<file path="src/rtl/fetch_pkg.sv">
// Shared definitions for the instruction-fetch stage: FSM states, default
// vector addresses and opcode-length decode.
package fetch_pkg;

  // Fetch FSM states
  typedef enum logic [1:0] {
    ST_RESET_VEC = 2'd0,
    ST_FETCH     = 2'd1,
    ST_FETCH_IMM = 2'd2,
    ST_HALTED    = 2'd3
  } fetch_state_e;

  // Memory locations holding the start PC after reset and the ISR entry PC
  localparam logic [7:0] RST_VEC_ADDR_DEF = 8'h00;
  localparam logic [7:0] INT_VEC_ADDR_DEF = 8'h01;

  // LDM/LDD/STD (opcode class 0xC_) carry a second byte
  function automatic logic is_two_byte(input logic [7:0] opcode);
    return (opcode[7:4] == 4'hC);
  endfunction

endpackage

</file>
<file path="src/rtl/fetch_unit.sv">
// Instruction-fetch stage: owns the PC, drives the shared memory address,
// loads reset/interrupt vectors and assembles 1- and 2-byte instructions
// into the IF/ID register. Handles stall, flush, HLT and interrupts.
module fetch_unit
  import fetch_pkg::*;
#(
  parameter int                 ADDR_W       = 8,
  parameter int                 DATA_W       = 8,
  parameter logic [ADDR_W-1:0]  RST_VEC_ADDR = RST_VEC_ADDR_DEF,
  parameter logic [ADDR_W-1:0]  INT_VEC_ADDR = INT_VEC_ADDR_DEF
) (
  input  logic              clk,
  input  logic              rst,
  output logic [ADDR_W-1:0] mem_addr,
  input  logic [DATA_W-1:0] mem_data,
  input  logic              stall,
  input  logic              flush,
  input  logic [ADDR_W-1:0] flush_target,
  input  logic              hlt_req,
  input  logic              int_req,
  output logic [ADDR_W-1:0] pc,
  output logic [DATA_W-1:0] if_id_instr,
  output logic [DATA_W-1:0] if_id_imm,
  output logic [ADDR_W-1:0] if_id_pc_next,
  output logic              if_id_valid,
  output logic              int_ack,
  output logic [ADDR_W-1:0] int_ret_pc,
  output logic              halted
);

  fetch_state_e      state_reg;
  logic [ADDR_W-1:0] pc_reg;
  logic [DATA_W-1:0] opcode_hold_reg;
  logic              int_pending_reg;
  logic [DATA_W-1:0] if_id_instr_reg;
  logic [DATA_W-1:0] if_id_imm_reg;
  logic [ADDR_W-1:0] if_id_pc_next_reg;
  logic              if_id_valid_reg;
  logic              int_ack_reg;
  logic [ADDR_W-1:0] int_ret_pc_reg;
  logic              halted_reg;

  logic              flush_take;
  logic              halt_take;
  logic              int_take;
  logic [ADDR_W-1:0] pc_plus1;

  // Decide which action wins this edge (flush > stall > hlt > interrupt)
  // and steer the memory address to the vector while servicing.
  always_comb begin
    flush_take = flush && ((state_reg == ST_FETCH) || (state_reg == ST_FETCH_IMM));
    halt_take  = !flush_take && !stall && hlt_req &&
                 ((state_reg == ST_FETCH) || (state_reg == ST_FETCH_IMM));
    int_take   = !flush_take && !stall && !halt_take && int_pending_reg &&
                 ((state_reg == ST_FETCH) || (state_reg == ST_HALTED));
    pc_plus1   = pc_reg + ADDR_W'(1);
    if (state_reg == ST_RESET_VEC) begin
      mem_addr = RST_VEC_ADDR;
    end else if (int_take) begin
      mem_addr = INT_VEC_ADDR;
    end else begin
      mem_addr = pc_reg;
    end
  end

  // Fetch FSM with PC, IF/ID and interrupt bookkeeping registers
  always_ff @(posedge clk) begin
    if (rst) begin
      state_reg         <= ST_RESET_VEC;
      pc_reg            <= '0;
      opcode_hold_reg   <= '0;
      int_pending_reg   <= 1'b0;
      if_id_instr_reg   <= '0;
      if_id_imm_reg     <= '0;
      if_id_pc_next_reg <= '0;
      if_id_valid_reg   <= 1'b0;
      int_ack_reg       <= 1'b0;
      int_ret_pc_reg    <= '0;
      halted_reg        <= 1'b0;
    end else begin
      // The ack is a strict single-cycle pulse, even across a stall
      int_ack_reg     <= 1'b0;
      int_pending_reg <= (int_pending_reg | int_req) & ~int_take;
      if (state_reg == ST_RESET_VEC) begin
        pc_reg          <= ADDR_W'(mem_data);
        if_id_valid_reg <= 1'b0;
        state_reg       <= ST_FETCH;
      end else if (flush_take) begin
        pc_reg          <= flush_target;
        if_id_valid_reg <= 1'b0;
        state_reg       <= ST_FETCH;
      end else if (stall) begin
        // hold everything
      end else if (halt_take) begin
        if_id_valid_reg <= 1'b0;
        halted_reg      <= 1'b1;
        state_reg       <= ST_HALTED;
      end else if (int_take) begin
        int_ret_pc_reg  <= pc_reg;
        pc_reg          <= ADDR_W'(mem_data);
        int_ack_reg     <= 1'b1;
        if_id_valid_reg <= 1'b0;
        halted_reg      <= 1'b0;
        state_reg       <= ST_FETCH;
      end else begin
        case (state_reg)
          ST_FETCH: begin
            pc_reg <= pc_plus1;
            if (is_two_byte(mem_data)) begin
              opcode_hold_reg <= mem_data;
              if_id_valid_reg <= 1'b0;
              state_reg       <= ST_FETCH_IMM;
            end else begin
              if_id_instr_reg   <= mem_data;
              if_id_imm_reg     <= '0;
              if_id_valid_reg   <= 1'b1;
              if_id_pc_next_reg <= pc_plus1;
            end
          end
          ST_FETCH_IMM: begin
            if_id_instr_reg   <= opcode_hold_reg;
            if_id_imm_reg     <= mem_data;
            if_id_valid_reg   <= 1'b1;
            pc_reg            <= pc_plus1;
            if_id_pc_next_reg <= pc_plus1;
            state_reg         <= ST_FETCH;
          end
          default: begin
            // halted: wait for an interrupt
          end
        endcase
      end
    end
  end

  assign pc            = pc_reg;
  assign if_id_instr   = if_id_instr_reg;
  assign if_id_imm     = if_id_imm_reg;
  assign if_id_pc_next = if_id_pc_next_reg;
  assign if_id_valid   = if_id_valid_reg;
  assign int_ack       = int_ack_reg;
  assign int_ret_pc    = int_ret_pc_reg;
  assign halted        = halted_reg;

endmodule

</file>
<file path="config.mk">
export PLATFORM = sky130hd
export DESIGN_NAME = fetch_unit
export DESIGN_NICKNAME = d
export VERILOG_FILES = /design/src/rtl/fetch_pkg.sv /design/src/rtl/fetch_unit.sv
export SDC_FILE = /design/constraint.sdc
export NUM_CORES = 1
export LEC_CHECK = 0
export CELL_PAD_IN_SITES_DETAIL_PLACEMENT = 1
export CELL_PAD_IN_SITES_GLOBAL_PLACEMENT = 2
export CORE_ASPECT_RATIO = 0.6
export CORE_UTILIZATION = 25
export DETAILED_ROUTE_END_ITERATION = 6
export GPL_TIMING_DRIVEN = 0
export PLACE_DENSITY = 0.81
export SLEW_MARGIN = 20
export SYNTH_ARGS = -nofsm -noshare
export SYNTH_HDL_FRONTEND = slang
export SYNTH_SLANG_ARGS = --single-unit
export TNS_END_PERCENT = 10
</file>
<file path="constraint.sdc">
create_clock -name clk -period 2.2 [get_ports clk]
set_clock_uncertainty 0.2 [all_clocks]
set_input_delay 0.44 -clock clk [delete_from_list [all_inputs] [get_ports clk]]
set_output_delay 0.44 -clock clk [all_outputs]
set_load 0.02 [all_outputs]
</file>
==> impl_metrics.csv, run 1 <==
group,metric,value,unit
logic_synthesis,dominantRegCellSynth,"dfxtp_1",
logic_synthesis,ys_seq_elements,54,
logic_synthesis,synth_compound_area_share,23.32,%
route,firstDrtPassIters,4,
timing,hold_viol_final,0,
critical_path,crit_slowest_cell,"dfxtp_4",
critical_path,arrival,1.71,ns
pwr,power_leakage,1.441,nW
route,wl_per_cell,19.31,um
place,hpwlAfterDp,7.631,mm
clock_tree,tritoncts,"yes",
pwr,cell_internal_pwr,1.908,mW
min_path,hold_depth,2,
clock_tree,cts.sink_count,54,
critical_path,worstPathRequired,1.56,ns
die,placementRows,29,
clock_tree,numCtsBuffers,5,
final_layout,final_nets,436,
pwr,power,2.829,mW
critical_path,slowest_delay,0.36,ns
logic_synthesis,yosys.area.top_type_share,38.97,%
logic_synthesis,synthSimpleGateAreaFrac,22.33,%
logic_synthesis,ys_types,57,
timing,fin_ws,-0.1518,ns
critical_path,critPathCaptureType,"output port",
timing,slew_headroom,48.97,%
die,die_area,11530,um^2
route,vias,2808,
final_layout,fillerInstances,1222,
pwr,swShare,32.57,%
timing,fmax,0.4252,GHz
run_status,violations,"negative setup slack",
global_routing,overflow,0,
die,core-area,10670,um^2
logic_synthesis,synth.avg_cell_area,8.615,um^2
critical_path,cpMostUsedCell,"buf_6",
clock_tree,cts_hold_buf,0,
pwr,switchingPower,921.5,uW
logic_synthesis,synthAdderAreaFrac,2.255,%
timing,period_needed,2.352,ns
logic_synthesis,synth_cells,322,
critical_path,reg2reg_slack,-0.02,ns
critical_path,r2r.worst_path.cells,8,
timing,setup_viol_count_final,15,
final_layout,area_growth,48.62,%
die,fp.dieW,138.0,um
logic_synthesis,synth_top_family_by_area,"compound AO/OA/AOI/OAI gates",
clock_tree,cts_buffer_depth,2,
pwr,power_frac_comb,26.8,%
timing,tightestPinTransition,0.7655,ns
logic_synthesis,synth_area,2774,um^2
logic_synthesis,synth_xor_area_share,1.894,%
clock_tree,clkSlewWorstSetupHoldPaths,0.08,ns
critical_path,startpoint_type,"flop",
min_path,hold_path_class,"flop to flop",
logic_synthesis,synth_area_leaders,"dfxtp_1 39%, a21oi_1 5.4%, mux2i_1 4.3%",
global_routing,grt_pass1_wl,16.46,mm
logic_synthesis,syn_nets,349,
timing,period_share,106.9,%
pwr,vdd_drop_max,0.3208,mV
global_routing,grt_start_max_net_pins,19,
timing,holdWs,0.2571,ns
place,dp_worst_setup_slack,-1.058,ns
pwr,p_clk_share,33.9,%
critical_path,crit_type,"flop to output port",
route,final_antenna_net_count,0,
global_routing,grt_pass1_vias,2853,
logic_synthesis,muxShareOfSynthArea,4.330,%
route,drc,0,
pwr,seq_power_share,39.3,%
timing,rsz0062_at_grt,"true",
final_layout,antenna_cells,0,
place,place.gp.congestion,0.8268,
logic_synthesis,synth_edf_count,0,
clock_tree,cts_root_buffer,"clkbuf_16",
clock_tree,htree_levels,2,
logic_synthesis,yosysSeqAreaShare,38.97,%
clock_tree,worstSkewPairLatency,0.30,ns
final_layout,final_layout_size_suffix_gt1_share,25.12,%
global_routing,grt_use_total,19.09,%
critical_path,crit_chain,"buf_6 -> ha_4 -> or2_4 -> nand3_4 -> buf_6 -> and3_4 -> buf_6",
logic_synthesis,yosys_warnings,0,
die,die_height,83.59,um
logic_synthesis,yosysTopAreaCell,"dfxtp_1",
pwr,powerDensity,686.2,nW/um^2
global_routing,antenna_found_initial,0,
route,drt_wl_total,10.60,mm
die,top_level_ports,73,
place,port_buffers,71,
die,start_util,26.00,%
run,cap_violations,0,
critical_path,cp_max_fo,8,
route,vias_per_cell,5.115,
route,dr.first_iter.drc_count,130,
timing,drv_slew,0,
run_status,status,"finished, violations left",
logic_synthesis,async_flop_share,0,%
final cells by class:
cell class              instances  area, um^2  area share [%]
multi-input cells             235        1674           40.61
flip-flops and latches         54        1094           26.53
repair buffers                 83       815.8           19.79
well taps                     139       173.9           4.219
plain buffers                  21       155.1           3.763
clock buffers                   5       125.1           3.035
clock inverters                 3       48.80           1.184
inverters                       9       36.28          0.8801
stage by stage:
step                util, %  TNS (ns)  instance area, um^2  std cells
finish                38.65    -1.250                 4123        549
global route          38.65    -2.513                 4123        549
CTS                   38.27    -1.668                 4083        549
detailed placement    34.88    -29.13                 3721        532
global placement      34.88    -26.37                 3721        532
floorplan                 -  -0.02505                 2836        322
worst paths after layout:
check                                          end    startpoint
worst max-delay path                   mem_addr[5]  state_reg[1]
worst min-delay path                  if_id_imm[3]  if_id_imm[3]
worst max register to register  opcode_hold_reg[1]  state_reg[0]
worst min register to register        if_id_imm[3]  if_id_imm[3]
cell usage after synthesis (2+ instances only):
library cell / n
dfxtp_1: 54
nand2_1: 31
a21oi_1: 30
nor2_1: 28
o21ai_0: 17
nand3_1: 14
mux2i_1: 12
inv_1: 9
clkbuf_1: 8
a211oi_2: 7
and3_1: 7
buf_2: 7
nor2_2: 7
nor3_1: 7
a211oi_1: 6
buf_6: 5
ha_1: 5
a21o_1: 4
a21oi_2: 4
xor2_1: 4
a221oi_1: 3
nand2b_1: 3
nand3_2: 3
nand3b_1: 3
o211ai_1: 3
o22ai_1: 3
and2_1: 2
and3b_1: 2
nor3b_1: 2
o21ai_1: 2
o31ai_1: 2
o32ai_1: 2
xnor2_1: 2
power groups by stage:
| stage | registers [mW] | clock network, mW | logic (mW) |
|---|---|---|---|
| finish | 1.11 | 0.959 | 0.759 |
| detailed placement | 1.12 | 0 | 0.679 |
| global route | 1.12 | 1.02 | 0.815 |
| global placement | 1.12 | 0 | 0.665 |
| floorplan | 1.15 | 0 | 0.356 |
| CTS | 1.10 | 0.979 | 0.746 |
critical path: cells and delay by family, from the launching register on:
family / cells / cell delay (ns)
DFF: 1 / 0.36
and+or+nand+nor: 3 / 0.54
buffers and inverters: 3 / 0.36
adders and majority gates: 1 / 0.14
routing by layer:
| layer | routed length, um | vias to the layer above | GRT usage [%] | share of wire [%] |
|---|---|---|---|---|
| met5 | 0 | - | 0 | 0 |
| met4 | 68 | 0 | 3.458 | 0.64 |
| met3 | 610 | 10 | 3.947 | 5.8 |
| met2 | 4289 | 90 | 26.27 | 40 |
| met1 | 5633 | 1381 | 29.95 | 53 |
| li1 | - | 1327 | - | - |
cells in the final DEF (no fill, tap or decap), drive strengths merged, types with 3 or more instances in the layout:
master | Yosys | routed
buf | 15 | 32
dfxtp | 54 | 54
mux2i | 12 | 12
nand3b | 3 | 3
a21oi | 35 | 35
a21o | 4 | 4
clkbuf | 9 | 14
nand2 | 32 | 32
nor3 | 7 | 7
nor2 | 36 | 36
a211oi | 13 | 13
nand2b | 3 | 3
o21ai | 19 | 19
ha | 5 | 5
inv | 9 | 10
nand3 | 17 | 17
and3 | 7 | 7
a221oi | 4 | 4
o22ai | 3 | 3
clkdlybuf4s50 | 0 | 58
dlygate4sd2 | 0 | 4
o211ai | 3 | 3
xor2 | 4 | 4
kinds of logic after synthesis:
kind of cell	count (synthesis)
muxes	12
buffers and inverters	33
adders and majority gates	5
and+or+nand+nor	119
xor gates and xnor gates	6
AOI/OAI and AO/OA	93
DFF	54
timing repair:
item                       4_1_cts  5_1_grt
setup endpoints to repair       60       52
hold endpoints to repair         0        0
resized for setup               81       17
pin swaps                        7        3
buffers inserted                11        1
Power figures use the tool's default switching activity.
==> inputs of run 2 (changes only) <==
--- a/config.mk
+++ b/config.mk
@@ -5,6 +5,7 @@
 export SDC_FILE = /design/constraint.sdc
 export NUM_CORES = 1
 export LEC_CHECK = 0
+export CAP_MARGIN = 20
 export CELL_PAD_IN_SITES_DETAIL_PLACEMENT = 1
 export CELL_PAD_IN_SITES_GLOBAL_PLACEMENT = 2
 export CORE_ASPECT_RATIO = 0.6
@@ -12,6 +13,7 @@
 export DETAILED_ROUTE_END_ITERATION = 6
 export GPL_TIMING_DRIVEN = 0
 export PLACE_DENSITY = 0.81
+export SKIP_CTS_REPAIR_TIMING = 1
 export SLEW_MARGIN = 20
 export SYNTH_ARGS = -nofsm -noshare
 export SYNTH_HDL_FRONTEND = slang
==> run 2 against run 1 <==
  * The run still ends with negative setup slack left
  * Worst hold slack is essentially flat
  * Largest cell class unchanged
  * Flip-flop and latch count is the same
  * Sequential power is essentially flat
  * Via count grew 0.18%
==> impl_metrics.csv, run 2 (synthesized netlist as in run 1, its figures left out) <==
group,metric,value,unit
run_status,status,"finished, violations left",
run_status,violations,"negative setup slack",
critical_path,crit_slowest_cell,"dfxtp_4",
route,topRoutingLayerUsed,"met4",
final_layout,antenna_cells,0,
critical_path,critPathCaptureType,"output port",
critical_path,worstPathRequired,1.56,ns
critical_path,slowest_delay,0.36,ns
critical_path,cp_max_fo,3,
route,wl_per_cell,18.96,um
pwr,swShare,32.31,%
clock_tree,clkSlewWorstSetupHoldPaths,0.08,ns
pwr,power,2.824,mW
global_routing,grt_start_max_net_pins,19,
timing,slew_headroom,50.88,%
clock_tree,worstSkewPairLatency,0.30,ns
clock_tree,cts_buffer_depth,2,
final_layout,final_common_cell,"clkdlybuf4s50_1",
clock_tree,cts_root_buffer,"clkbuf_16",
pwr,switchingPower,912.5,uW
clock_tree,numCtsBuffers,5,
critical_path,crit_buf_inv,4,
run,cap_violations,0,
die,die_area,11530,um^2
final_layout,area_growth,50.07,%
route,vias_per_cell,5.096,
pwr,p_clk_share,33.8,%
final_layout,finish.instance_area,4163,um^2
route,route.met3.wl,667,um
global_routing,grt_pass1_wl,15.90,mm
die,core-area,10670,um^2
global_routing,overflow,0,
die,fp.dieW,138.0,um
critical_path,startpoint_type,"flop",
timing,setup_viol_count_final,16,
pwr,vdd_drop_max,0.3180,mV
timing,period_needed,2.455,ns
pwr,cell_internal_pwr,1.912,mW
place,place_area,3721,um^2
critical_path,crit_type,"flop to output port",
pwr,powerDensity,678.4,nW/um^2
critical_path,cpMostUsedCell,"buf_6",
pwr,seq_power_share,39.3,%
die,die_height,83.59,um
die,top_level_ports,73,
critical_path,critPathTopFamily,"buffers and inverters",
route,dr.first_iter.drc_count,133,
critical_path,crit_chain,"buf_6 -> ha_4 -> or2_1 -> buf_6 -> nand3_4 -> clkbuf_16 -> and3_4 -> buf_6",
critical_path,arrival,1.81,ns
pwr,power_frac_comb,26.9,%
timing,fin_ws,-0.2550,ns
global_routing,antenna_found_initial,0,
final_layout,mostFrequentLayoutCells,"59 x clkdlybuf4s50_1, 48 x dfxtp_1, 29 x nand2_1, 29 x a21oi_1, 24 x nor2_1",
final_layout,final_layout_size_suffix_gt1_share,25.18,%
timing,rsz0062_at_grt,"true",
die,start_util,26.00,%
place,place.gp.congestion,0.8268,
timing,tightestPinTransition,0.7368,ns
global_routing,grt_use_total,18.43,%
route,drt_wl_total,10.46,mm
final_layout,fillerInstances,1221,
place,port_buffers,71,
route,vias,2813,
clock_tree,cts.sink_count,54,
clock_tree,tritoncts,"yes",
place,dp_worst_setup_slack,-1.058,ns
place,hpwlAfterDp,7.631,mm
route,drt-met1-wl,5.451,mm
pwr,power_leakage,1.492,nW
route,wl_met2,4.282,mm
timing,period_share,111.6,%
route,drc,0,
global_routing,grt_pass1_vias,2728,
route,final_antenna_net_count,0,
timing,hold_viol_final,0,
min_path,hold_path_class,"flop to flop",
timing,fmax,0.4073,GHz
timing,drv_slew,0,
timing,holdWs,0.2571,ns
final_layout,final_nets,439,
clock_tree,htree_levels,2,
route,firstDrtPassIters,4,
die,placementRows,29,
[run 2: through the flow]
step / TNS [ns] / util [%] / cells
final: -2.046 / 39.02 / 552
after global routing: -5.320 / 39.02 / 552
after CTS: -23.36 / 36.51 / 540
after detailed placement: -29.13 / 34.88 / 532
after global placement: -26.37 / 34.88 / 532
after floorplan: -0.02505 / - / 322
[run 2: area by class of cell]
class / instances / area (um^2) / area share [%]
multi-input combinational: 235 / 1660 / 39.89
sequential: 54 / 1094 / 26.27
timing repair buffer: 85 / 853.3 / 20.50
tap: 139 / 173.9 / 4.178
buffer: 22 / 171.4 / 4.118
clock buffer: 5 / 125.1 / 3.006
clock inverter: 3 / 48.80 / 1.172
inverter: 9 / 36.28 / 0.8717
[run 2: worst paths after layout]
path | start | to | slack (ns) | depth (start not counted)
setup reg to reg | state_reg[0] | opcode_hold_reg[1] | -0.04 | 8
hold reg to reg | if_id_imm[3] | if_id_imm[3] | 0.26 | 2
hold / removal | if_id_imm[3] | if_id_imm[3] | 0.26 | 2
setup / recovery | state_reg[1] | mem_addr[3] | -0.25 | 8
[run 2: metal layers]
metal / up-vias / track usage (%)
li1: 1330 / -
met1: 1398 / 29.49
met2: 77 / 24.64
met3: 8 / 3.764
met4: 0 / 3.458
met5: - / 0
[run 2: tightest hold or removal path, delay by kind of cell, from the launching register on]
family          cells  cell delay, ns
flops               1            0.31
compound gates      1            0.05
simple gates        1            0.05
[run 2: power groups by stage]
stage / clock network, mW / registers, mW / logic (mW)
3_3_place_gp: 0 / 1.12 / 0.665
2_1_floorplan: 0 / 1.15 / 0.356
6_report: 0.955 / 1.11 / 0.760
5_1_grt: 1.02 / 1.12 / 0.815
3_5_place_dp: 0 / 1.12 / 0.679
4_1_cts: 0.979 / 1.10 / 0.683
